`src/rtl/pipeline_hazard_ctrl.sv`:
```
// Hazard and freeze sequencer for the 5-stage pipeline registers of the RV64 core.
// Outputs are combinational from the current state and inputs; state and counters are registered.
module pipeline_hazard_ctrl #(
    parameter int MAX_WAIT = 64,
    parameter int CNT_W    = 16
) (
    input  logic             clk,
    input  logic             rst,
    input  logic [4:0]       id_rs1,
    input  logic [4:0]       id_rs2,
    input  logic             id_uses_rs2,
    input  logic [4:0]       ex_rd,
    input  logic             ex_MemRead,
    input  logic             ex_branch_taken,
    input  logic             mem_busy,
    output logic             pc_write,
    output logic             if_id_write,
    output logic             if_id_flush,
    output logic             id_ex_write,
    output logic             id_ex_flush,
    output logic             ex_mem_write,
    output logic             mem_wb_flush,
    output logic             pipe_error,
    output logic [CNT_W-1:0] stall_cycles
);

    localparam int WAIT_W = $clog2(MAX_WAIT + 1);

    localparam logic [1:0] ST_RUN      = 2'd0;
    localparam logic [1:0] ST_MEM_WAIT = 2'd1;
    localparam logic [1:0] ST_ERR      = 2'd2;

    localparam logic [WAIT_W-1:0] WAIT_ONE = WAIT_W'(1);
    localparam logic [WAIT_W-1:0] WAIT_MAX = WAIT_W'(MAX_WAIT);

    logic [1:0]        state_reg, state_next;
    logic [WAIT_W-1:0] wait_cnt_reg, wait_cnt_next;
    logic [WAIT_W-1:0] wait_inc;
    logic [CNT_W-1:0]  stall_cnt_reg;
    logic              load_use;
    logic              in_err;

    // rs2 comparison is gated by id_uses_rs2 so a don't-care rs2 field never stalls.
    assign load_use = ex_MemRead && (ex_rd != 5'd0) &&
                      ((ex_rd == id_rs1) || (id_uses_rs2 && (ex_rd == id_rs2)));

    assign in_err   = (state_reg == ST_ERR);
    assign wait_inc = wait_cnt_reg + WAIT_ONE;

    always_comb begin
        state_next    = state_reg;
        wait_cnt_next = wait_cnt_reg;
        case (state_reg)
            ST_RUN: begin
                if (mem_busy) begin
                    wait_cnt_next = WAIT_ONE;
                    state_next    = (WAIT_ONE == WAIT_MAX) ? ST_ERR : ST_MEM_WAIT;
                end
            end
            ST_MEM_WAIT: begin
                if (mem_busy) begin
                    wait_cnt_next = wait_inc;
                    if (wait_inc == WAIT_MAX) begin
                        state_next = ST_ERR;
                    end
                end else begin
                    wait_cnt_next = '0;
                    state_next    = ST_RUN;
                end
            end
            ST_ERR: begin
                state_next = ST_ERR;
            end
            default: begin
                state_next    = ST_RUN;
                wait_cnt_next = '0;
            end
        endcase
    end

    // Priority: error, memory freeze, branch redirect, load-use stall.
    always_comb begin
        pc_write     = 1'b1;
        if_id_write  = 1'b1;
        if_id_flush  = 1'b0;
        id_ex_write  = 1'b1;
        id_ex_flush  = 1'b0;
        ex_mem_write = 1'b1;
        mem_wb_flush = 1'b0;
        if (in_err) begin
            pc_write     = 1'b0;
            if_id_write  = 1'b0;
            id_ex_write  = 1'b0;
            ex_mem_write = 1'b0;
            mem_wb_flush = 1'b1;
        end else if (mem_busy) begin
            pc_write     = 1'b0;
            if_id_write  = 1'b0;
            id_ex_write  = 1'b0;
            ex_mem_write = 1'b0;
            mem_wb_flush = 1'b1;
        end else if (ex_branch_taken) begin
            if_id_flush = 1'b1;
            id_ex_flush = 1'b1;
        end else if (load_use) begin
            pc_write    = 1'b0;
            if_id_write = 1'b0;
            id_ex_flush = 1'b1;
        end
    end

    assign pipe_error   = in_err;
    assign stall_cycles = stall_cnt_reg;

    always_ff @(posedge clk) begin
        if (rst) begin
            state_reg     <= ST_RUN;
            wait_cnt_reg  <= '0;
            stall_cnt_reg <= '0;
        end else begin
            state_reg    <= state_next;
            wait_cnt_reg <= wait_cnt_next;
            if (!pc_write && (stall_cnt_reg != {CNT_W{1'b1}})) begin
                stall_cnt_reg <= stall_cnt_reg + 1'b1;
            end
        end
    end

endmodule

```
`config.mk`:
```
export PLATFORM = sky130hd
export DESIGN_NAME = pipeline_hazard_ctrl
export DESIGN_NICKNAME = d
export VERILOG_FILES = /design/src/rtl/pipeline_hazard_ctrl.sv
export SDC_FILE = /design/constraint.sdc
export NUM_CORES = 1
export LEC_CHECK = 0
export CELL_PAD_IN_SITES_DETAIL_PLACEMENT = 1
export CELL_PAD_IN_SITES_GLOBAL_PLACEMENT = 2
export CORE_ASPECT_RATIO = 1.75
export CORE_MARGIN = 3
export CORE_UTILIZATION = 23
export DETAILED_ROUTE_END_ITERATION = 12
export HOLD_SLACK_MARGIN = 0.02
export PLACE_DENSITY = 0.82
export SLEW_MARGIN = 25
export SYNTH_ARGS = -nofsm -noshare
export SYNTH_HDL_FRONTEND = slang
export SYNTH_SLANG_ARGS = --single-unit
```
`constraint.sdc`:
```
create_clock -name clk -period 2 [get_ports clk]
set_input_delay 0.3 -clock clk [delete_from_list [all_inputs] [get_ports clk]]
set_output_delay 0.3 -clock clk [all_outputs]
set_load 0.01 [all_outputs]
```
==> results of run 1 <==
## worst paths after layout
kind	startpoint	to	slack, ns
worst max register to register	stall_cycles[0]	stall_cycles[10]	0.06
worst min register to register	stall_cycles[10]	stall_cycles[10]	0.52
worst max-delay path	ex_rd[3]	stall_cycles[10]	0.03
worst min-delay path	stall_cycles[10]	stall_cycles[10]	0.52
## cells in the final DEF (no fill, tap or decap), types with 2 or more instances in the layout
cell type        count
inv_1                7
dlygate4sd2_1        3
nor2_1              23
nor4_2               2
dlymetal6s2s_1       7
o21ai_0              7
nor3_1               2
mux2_2               2
xor2_1              11
buf_4               39
o31ai_1              4
a21oi_1             12
dfxtp_1             22
or4b_1               2
xnor2_1              4
or3_1                7
nand3_1             13
o22a_1               5
nor2b_1              3
clkdlybuf4s50_1     23
or4_4                2
a21oi_2              2
dfxtp_2              3
buf_2                8
clkbuf_8             3
o21ba_4              2
o211a_1              2
nand2_1             12
or4_1                3
## timing repair
| action | CTS | global route |
|---|---|---|
| setup buffers | 5 | 1 |
| setup endpoints to repair | 19 | 21 |
| resized for setup | 50 | 22 |
| pin swaps | 14 | 7 |
| cloned | 1 | 0 |
## through the flow
stage / cell area [sq um] / setup slack, ns / power, mW / TNS [ns] / instances
finish: 2390 / 0.0259 / 1.03 / 0 / 339
global route: 2390 / -0.0641 / 1.08 / -0.215 / 339
CTS: 2330 / 0.000624 / 1.04 / 0 / 338
detailed placement: 2210 / -0.618 / 0.715 / -10.07 / 328
global placement: 2210 / -0.595 / 0.710 / -9.45 / 328
floorplan: 1480 / 0.00235 / 0.603 / 0 / 182
## worst min-delay path: stages, from the launching register on
cell and delay (ns):
dfxtp_2 0.36, o31ai_1 0.08, a21oi_2 0.05
## metal layers
layer	wire length (um)	track usage [%]	vias up
li1	-	-	806
met3	212	2.02	4
met2	2950	28.0	34
met4	41	4.21	0
met5	0	0	-
met1	1740	13.1	775
## cells by family (layout without fill, tap and decap cells)
group                      after synthesis  count (layout)  share of synthesized area, %
AOI/OAI and AO/OA                       37              38                          16.8
xor gates and xnor gates                16              16                          9.54
adders and majority gates                2               2                          1.70
buffers and inverters                   16              94                          5.62
DFF                                     25              25                          34.1
muxes                                    4               4                          3.24
and+or+nand+nor                         82              82                          29.0
## cell type report
| cell class | count | area [sq um] |
|---|---|---|
| clock buffers | 3 | 41.3 |
| inverters | 7 | 26.3 |
| well taps | 78 | 97.6 |
| flip-flops and latches | 25 | 504 |
| multi-input cells | 142 | 1010 |
| repair buffers | 83 | 709 |
| clock inverters | 1 | 5.00 |
| fillers | 728 | 3630 |
## report_power, final
part | total, mW | switching, mW | internal (mW)
registers | 0.513 | 0.00704 | 0.506
clock network | 0.310 | 0.170 | 0.140
logic | 0.204 | 0.0935 | 0.111
==> results.md, run 1 <==
- Final hold vios: 0
- Vias per cell: around 4.8
- FF-to-FF path depth: 8
- Synth cell count leaders: dfxtp_1 (25), nor2_1 (24), nand3_1 (15)
- Min Hold Slack: 0.521 ns
- Max Clk Rate: 507 MHz
- Maximum clock path buffer count: 2
- Initial antenna violation count: 0
- Asr flop ratio synth: 0%
- Vias in the first global route: 1,730
- Delay of the slowest cell on the worst path: roughly 0.47 ns
- Antenna Nets Post-Route: 0
- Vias: roughly 1,600
- Critical path's slowest cell: or4_4
- Top-count cell post-synth: dfxtp_1
- Max Cap Violations: 0
- Global-route wire length before repair: between 8000 and 9000 um
- PD cells: roughly 430 nW/um^2
- Clock-pin slew on the worst setup and hold paths: about 0.09 ns
- Post-CTS Hold Fix Bufs: 0
- Pin slew with the least headroom to its limit: 0.450 ns
- Final core area utilization: about two fifths
- Die Wd: around 66 um
- RSZ-0062 raised after global routing: yes
- Drt initial violations: 14
- Avg Cell Area, Syn: 8.07 sq um
- Hold Path Stages: 2
- WP depth: 9
- Largest net degree at the start of global routing: 15
- GR Overflow Total: 0
- DR pass1 iterations: 4
- Fin nets: between 200 and 300
- EDFF count, synth: 0
- Post-synthesis cell area: around 1500 sq um
- Setup CP Type: in -> reg
- Top cell type's share of synthesized area: 34.1%
- Cells after synthesis: 182
- Startpoint Class: primary input
- Register area share after synthesis: about a third
- DR DRC count: 0
- Worst EP arrival: about 2.2 ns
- Final WL: around 4900 um
- Crit share post-route: 98.7%
- Chip height: 112 um
- Worst path cell trace: buf_4 -> xor2_1 -> nor4_2 -> a32oi_2 -> buf_4 -> o21ba_4 -> buf_6 -> or4_4 -> a21oi_2
- Total die area: between 7000 and 8000 sq um
- Largest register FFs: 16
- Mapped Nets: just over 200
- HP Class: reg -> reg
- Synth Register Bits: 25
- Top delay family on crit path: simple AND/OR/NAND/NOR gates
- Fin crit period: 1.97 ns
- Cell taking the most area after synthesis: dfxtp_1
- Setup violators final: 0
- Buf+Inv Stages, Crit Path: 3
- VDD IR max: 0.292 mV
- Worst EP required: 2.21 ns
- CTS tree: done
- CTS buffer count: 3
- GRT Total Usage: between 10% and 20%
- FP Rows: 37
- Final max-slew violation count: 0
- Crit-path max FO: 8
- Count of cell types in the netlist: 38
- WL/cell: around 15 um
- CP endpoint kind: flip-flop
- Fraction of layout cells with a size suffix above 1: a little over 30%
- Core ar.: approximately 6000 sq um
- Post-Route Skew: ~0.007 ns
- Synth area leaders: dfxtp_1 (34%), xor2_1 (7.2%), nor2_1 (6.1%), nand3_1 (5.1%), a21oi_1 (4.8%)
- P&R area growth vs syn: 62.7%
- Outcome: complete, no violations
- Leakage: 0.977 nW
- GP Congestion: between 0.7 and 0.8
- Critical path's most frequent cell: buf_4
- Synth warnings: 0
- # H-tree levels: 1
- Clk sinks: 25
- Starting density of the core: 24.4%
- Final HPWL DP: 3780 um
- Count of input and output buffers: 44
- Clock Latency Late Sink: around 0.27 ns
- Max_slew headroom: a little over two thirds
- Most used flip-flop cell after synthesis: dfxtp_1
- Root Driver: clkbuf_8
- N_diodes: 0
- Io pins: between 40 and 50
(Power assumes the default switching activity.)
==> run 2, diff against run 1 <==
--- a/config.mk
+++ b/config.mk
@@ -12,7 +12,7 @@
 export CORE_UTILIZATION = 23
 export DETAILED_ROUTE_END_ITERATION = 12
 export HOLD_SLACK_MARGIN = 0.02
-export PLACE_DENSITY = 0.82
+export PLACE_DENSITY_LB_ADDON = 0.1
 export SLEW_MARGIN = 25
 export SYNTH_ARGS = -nofsm -noshare
 export SYNTH_HDL_FRONTEND = slang
==> results.md, run 2 (synthesis gave the netlist of run 1 again) <==
- Outcome: complete, no violations
- CP endpoint kind: flip-flop
- Max_slew headroom: 76.5% (+6.6 points)
- Worst EP arrival: 2.13 ns (-0.06 ns)
- Total die area: 7420 sq um (unchanged)
- P&R area growth vs syn: 66.3%
- Clock Latency Late Sink: 0.29 ns (+0.02 ns)
- WL/cell: 16.2 um (+11%)
- Core ar.: 6020 sq um (unchanged)
- CTS buffer count: 3 (unchanged)
- Multi-input logic area: 1060 sq um (+5.0%)
- Crit share post-route: 97.8% (-0.92 points)
- GR Overflow Total: 0 (unchanged)
- Largest net degree at the start of global routing: 17 (+2)
- Worst path cell trace: clkdlybuf4s50_1 -> xnor2_2 -> a32oi_2 -> o21a_2 -> buf_6 -> or4b_1 -> o211a_1
- Max Cap Violations: 0 (unchanged)
- # H-tree levels: 1 (unchanged)
- N_diodes: 0 (unchanged)
- Clock-pin slew on the worst setup and hold paths: 0.09 ns (about the same)
- Fraction of layout cells with a size suffix above 1: 35.1% (+4.1 points)
- Vias: 1,651 (+2.0%)
- Vias in the first global route: 1,820 (+5.2%)
- Fin nets: 286 (+0.35%)
- Post-CTS Hold Fix Bufs: 0 (unchanged)
- Hold Path Stages: 2 (unchanged)
- CTS tree: done
- Post-Route Skew: 0.0176 ns (+0.0108 ns)
- Final HPWL DP: 4160 um (+9.9%)
- Worst Slack Setup Final: 0.0443 ns (+0.0184 ns)
- Worst EP required: 2.17 ns (-0.04 ns)
- Final hold vios: 0 (unchanged)
- Largest register FFs: 16 (unchanged)
- Clk sinks: 25 (unchanged)
- Global-route wire length before repair: 8870 um (+9.7%)
- Die Wd: 66.4 um (unchanged)
- PD cells: 434 nW/um^2 (+0.94%)
- Chip height: 112 um (unchanged)
- Critical path's slowest cell: clkdlybuf4s50_1
- FP Rows: 37 (unchanged)
- Placed cells: 329 (+0.30%)
- Place WS: -0.603 ns (+0.0150 ns)
- Io pins: 45 (unchanged)
- Drt initial violations: 29 (+15)
- GP Congestion: 0.731 (+2.9%)
- Filler Cell Count: 743 (+2.1%)
- Startpoint Class: primary input
- Final WL: 5520 um (+11%)
- Most frequent cells in the layout: buf_4 (37), clkdlybuf4s50_1 (23), dfxtp_1 (22)
- Fin cells: 340 (+0.29%)
- HP Class: reg -> reg
- Starting density of the core: 24.4% (unchanged)
- Crit-path max FO: 4 (-4)
- Antenna Nets Post-Route: 0 (unchanged)
- Setup CP Type: in -> reg
- Commonest non-fill, non-tap cell in the layout: buf_4
- Sequential cell area: 504 sq um (unchanged)
- DR DRC count: 0 (unchanged)
- Vias per cell: 4.86 (+1.7%)
- Count of input and output buffers: 44 (unchanged)
- Final max-slew violation count: 0 (unchanged)
- Power, Total: 1.06 mW (+3.2%)
- Min Hold Slack: 0.551 ns (+0.0300 ns)
- Initial antenna violation count: 0 (unchanged)
- Leakage: 0.973 nW (-0.40%)
- Fin crit period: 1.96 ns (-0.0184 ns)
- Pin slew with the least headroom to its limit: 0.353 ns (-0.0976 ns)
- Root Driver: clkbuf_8
- GRT Total Usage: 15.2% (+1.5 points)
- VDD IR max: 0.296 mV (+1.4%)
- Max Clk Rate: 511 MHz (+0.94%)
- Delay of the slowest cell on the worst path: 0.51 ns (+0.04 ns)
- DR pass1 iterations: 3 (-1)
- FF-to-FF path depth: 8 (unchanged)
- Setup violators final: 0 (unchanged)
- Maximum clock path buffer count: 2 (unchanged)
run 2: cell types whose count changed in the layout (fill, tap and decap cells not counted), sizes merged:
cell / before / now
dlygate4sd2: 3 / 4
clkdlybuf4s15: 2 / 0
o21ba: 2 / 3
clkbuf: 3 / 9
buf: 48 / 44
dlymetal6s2s: 7 / 6
clkinv: 1 / 0
inv: 7 / 8
run 2: stage by stage:
step | cell area, sq um | util [%] | setup TNS (ns)
floorplan | 1480 | - | 0
global placement | 2210 | 36.8 | -8.99
detailed placement | 2210 | 36.8 | -9.84
CTS | 2370 | 39.3 | 0
global route | 2440 | 40.6 | -0.0923
finish | 2440 | 40.6 | 0
run 2: worst paths after layout:
kind	startpoint	end	slack [ns]
setup / recovery	id_rs2[0]	stall_cycles[12]	0.04
hold / removal	wait_cnt_reg[1]	wait_cnt_reg[1]	0.55
setup reg to reg	stall_cycles[0]	stall_cycles[9]	0.07
hold reg to reg	wait_cnt_reg[1]	wait_cnt_reg[1]	0.55
run 2: timing repair:
action	4_1_cts	5_1_grt
cloned	2	0
resized for setup	45	38
pin swaps	14	24
endpoints found under the setup margin	21	18
buffers inserted	2	3
run 2: cell type report:
| type | instances | area share [%] |
|---|---|---|
| clock buffer | 3 | 1.69 |
| clock inverter | 1 | 0.359 |
| inverter | 7 | 1.08 |
| multi-input combinational | 143 | 43.2 |
| sequential | 25 | 20.6 |
| tap | 78 | 4.00 |
| timing repair buffer | 83 | 29.0 |
run 2: power by group:
part	internal (mW)	total, mW	leakage (nW)	switching, mW
Sequential	0.506	0.511	0.204	0.00498
Clock	0.147	0.337	0.0261	0.190
Combinational	0.111	0.212	0.744	0.101
run 2: routing by layer:
metal,up-vias,wire (um),GRT usage [%]
met5,-,0,0
met4,0,67,4.75
met3,7,90,1.41
met2,17,3460,31.1
met1,824,1900,14.9
li1,803,-,-
run 2: critical path, delay by kind of cell:
| family | cells | cell delay (ns) |
|---|---|---|
| xor gates and xnor gates | 1 | 0.13 |
| AOI/OAI and AO/OA | 3 | 0.55 |
| and+or+nand+nor | 1 | 0.51 |
| buffers and inverters | 2 | 0.63 |
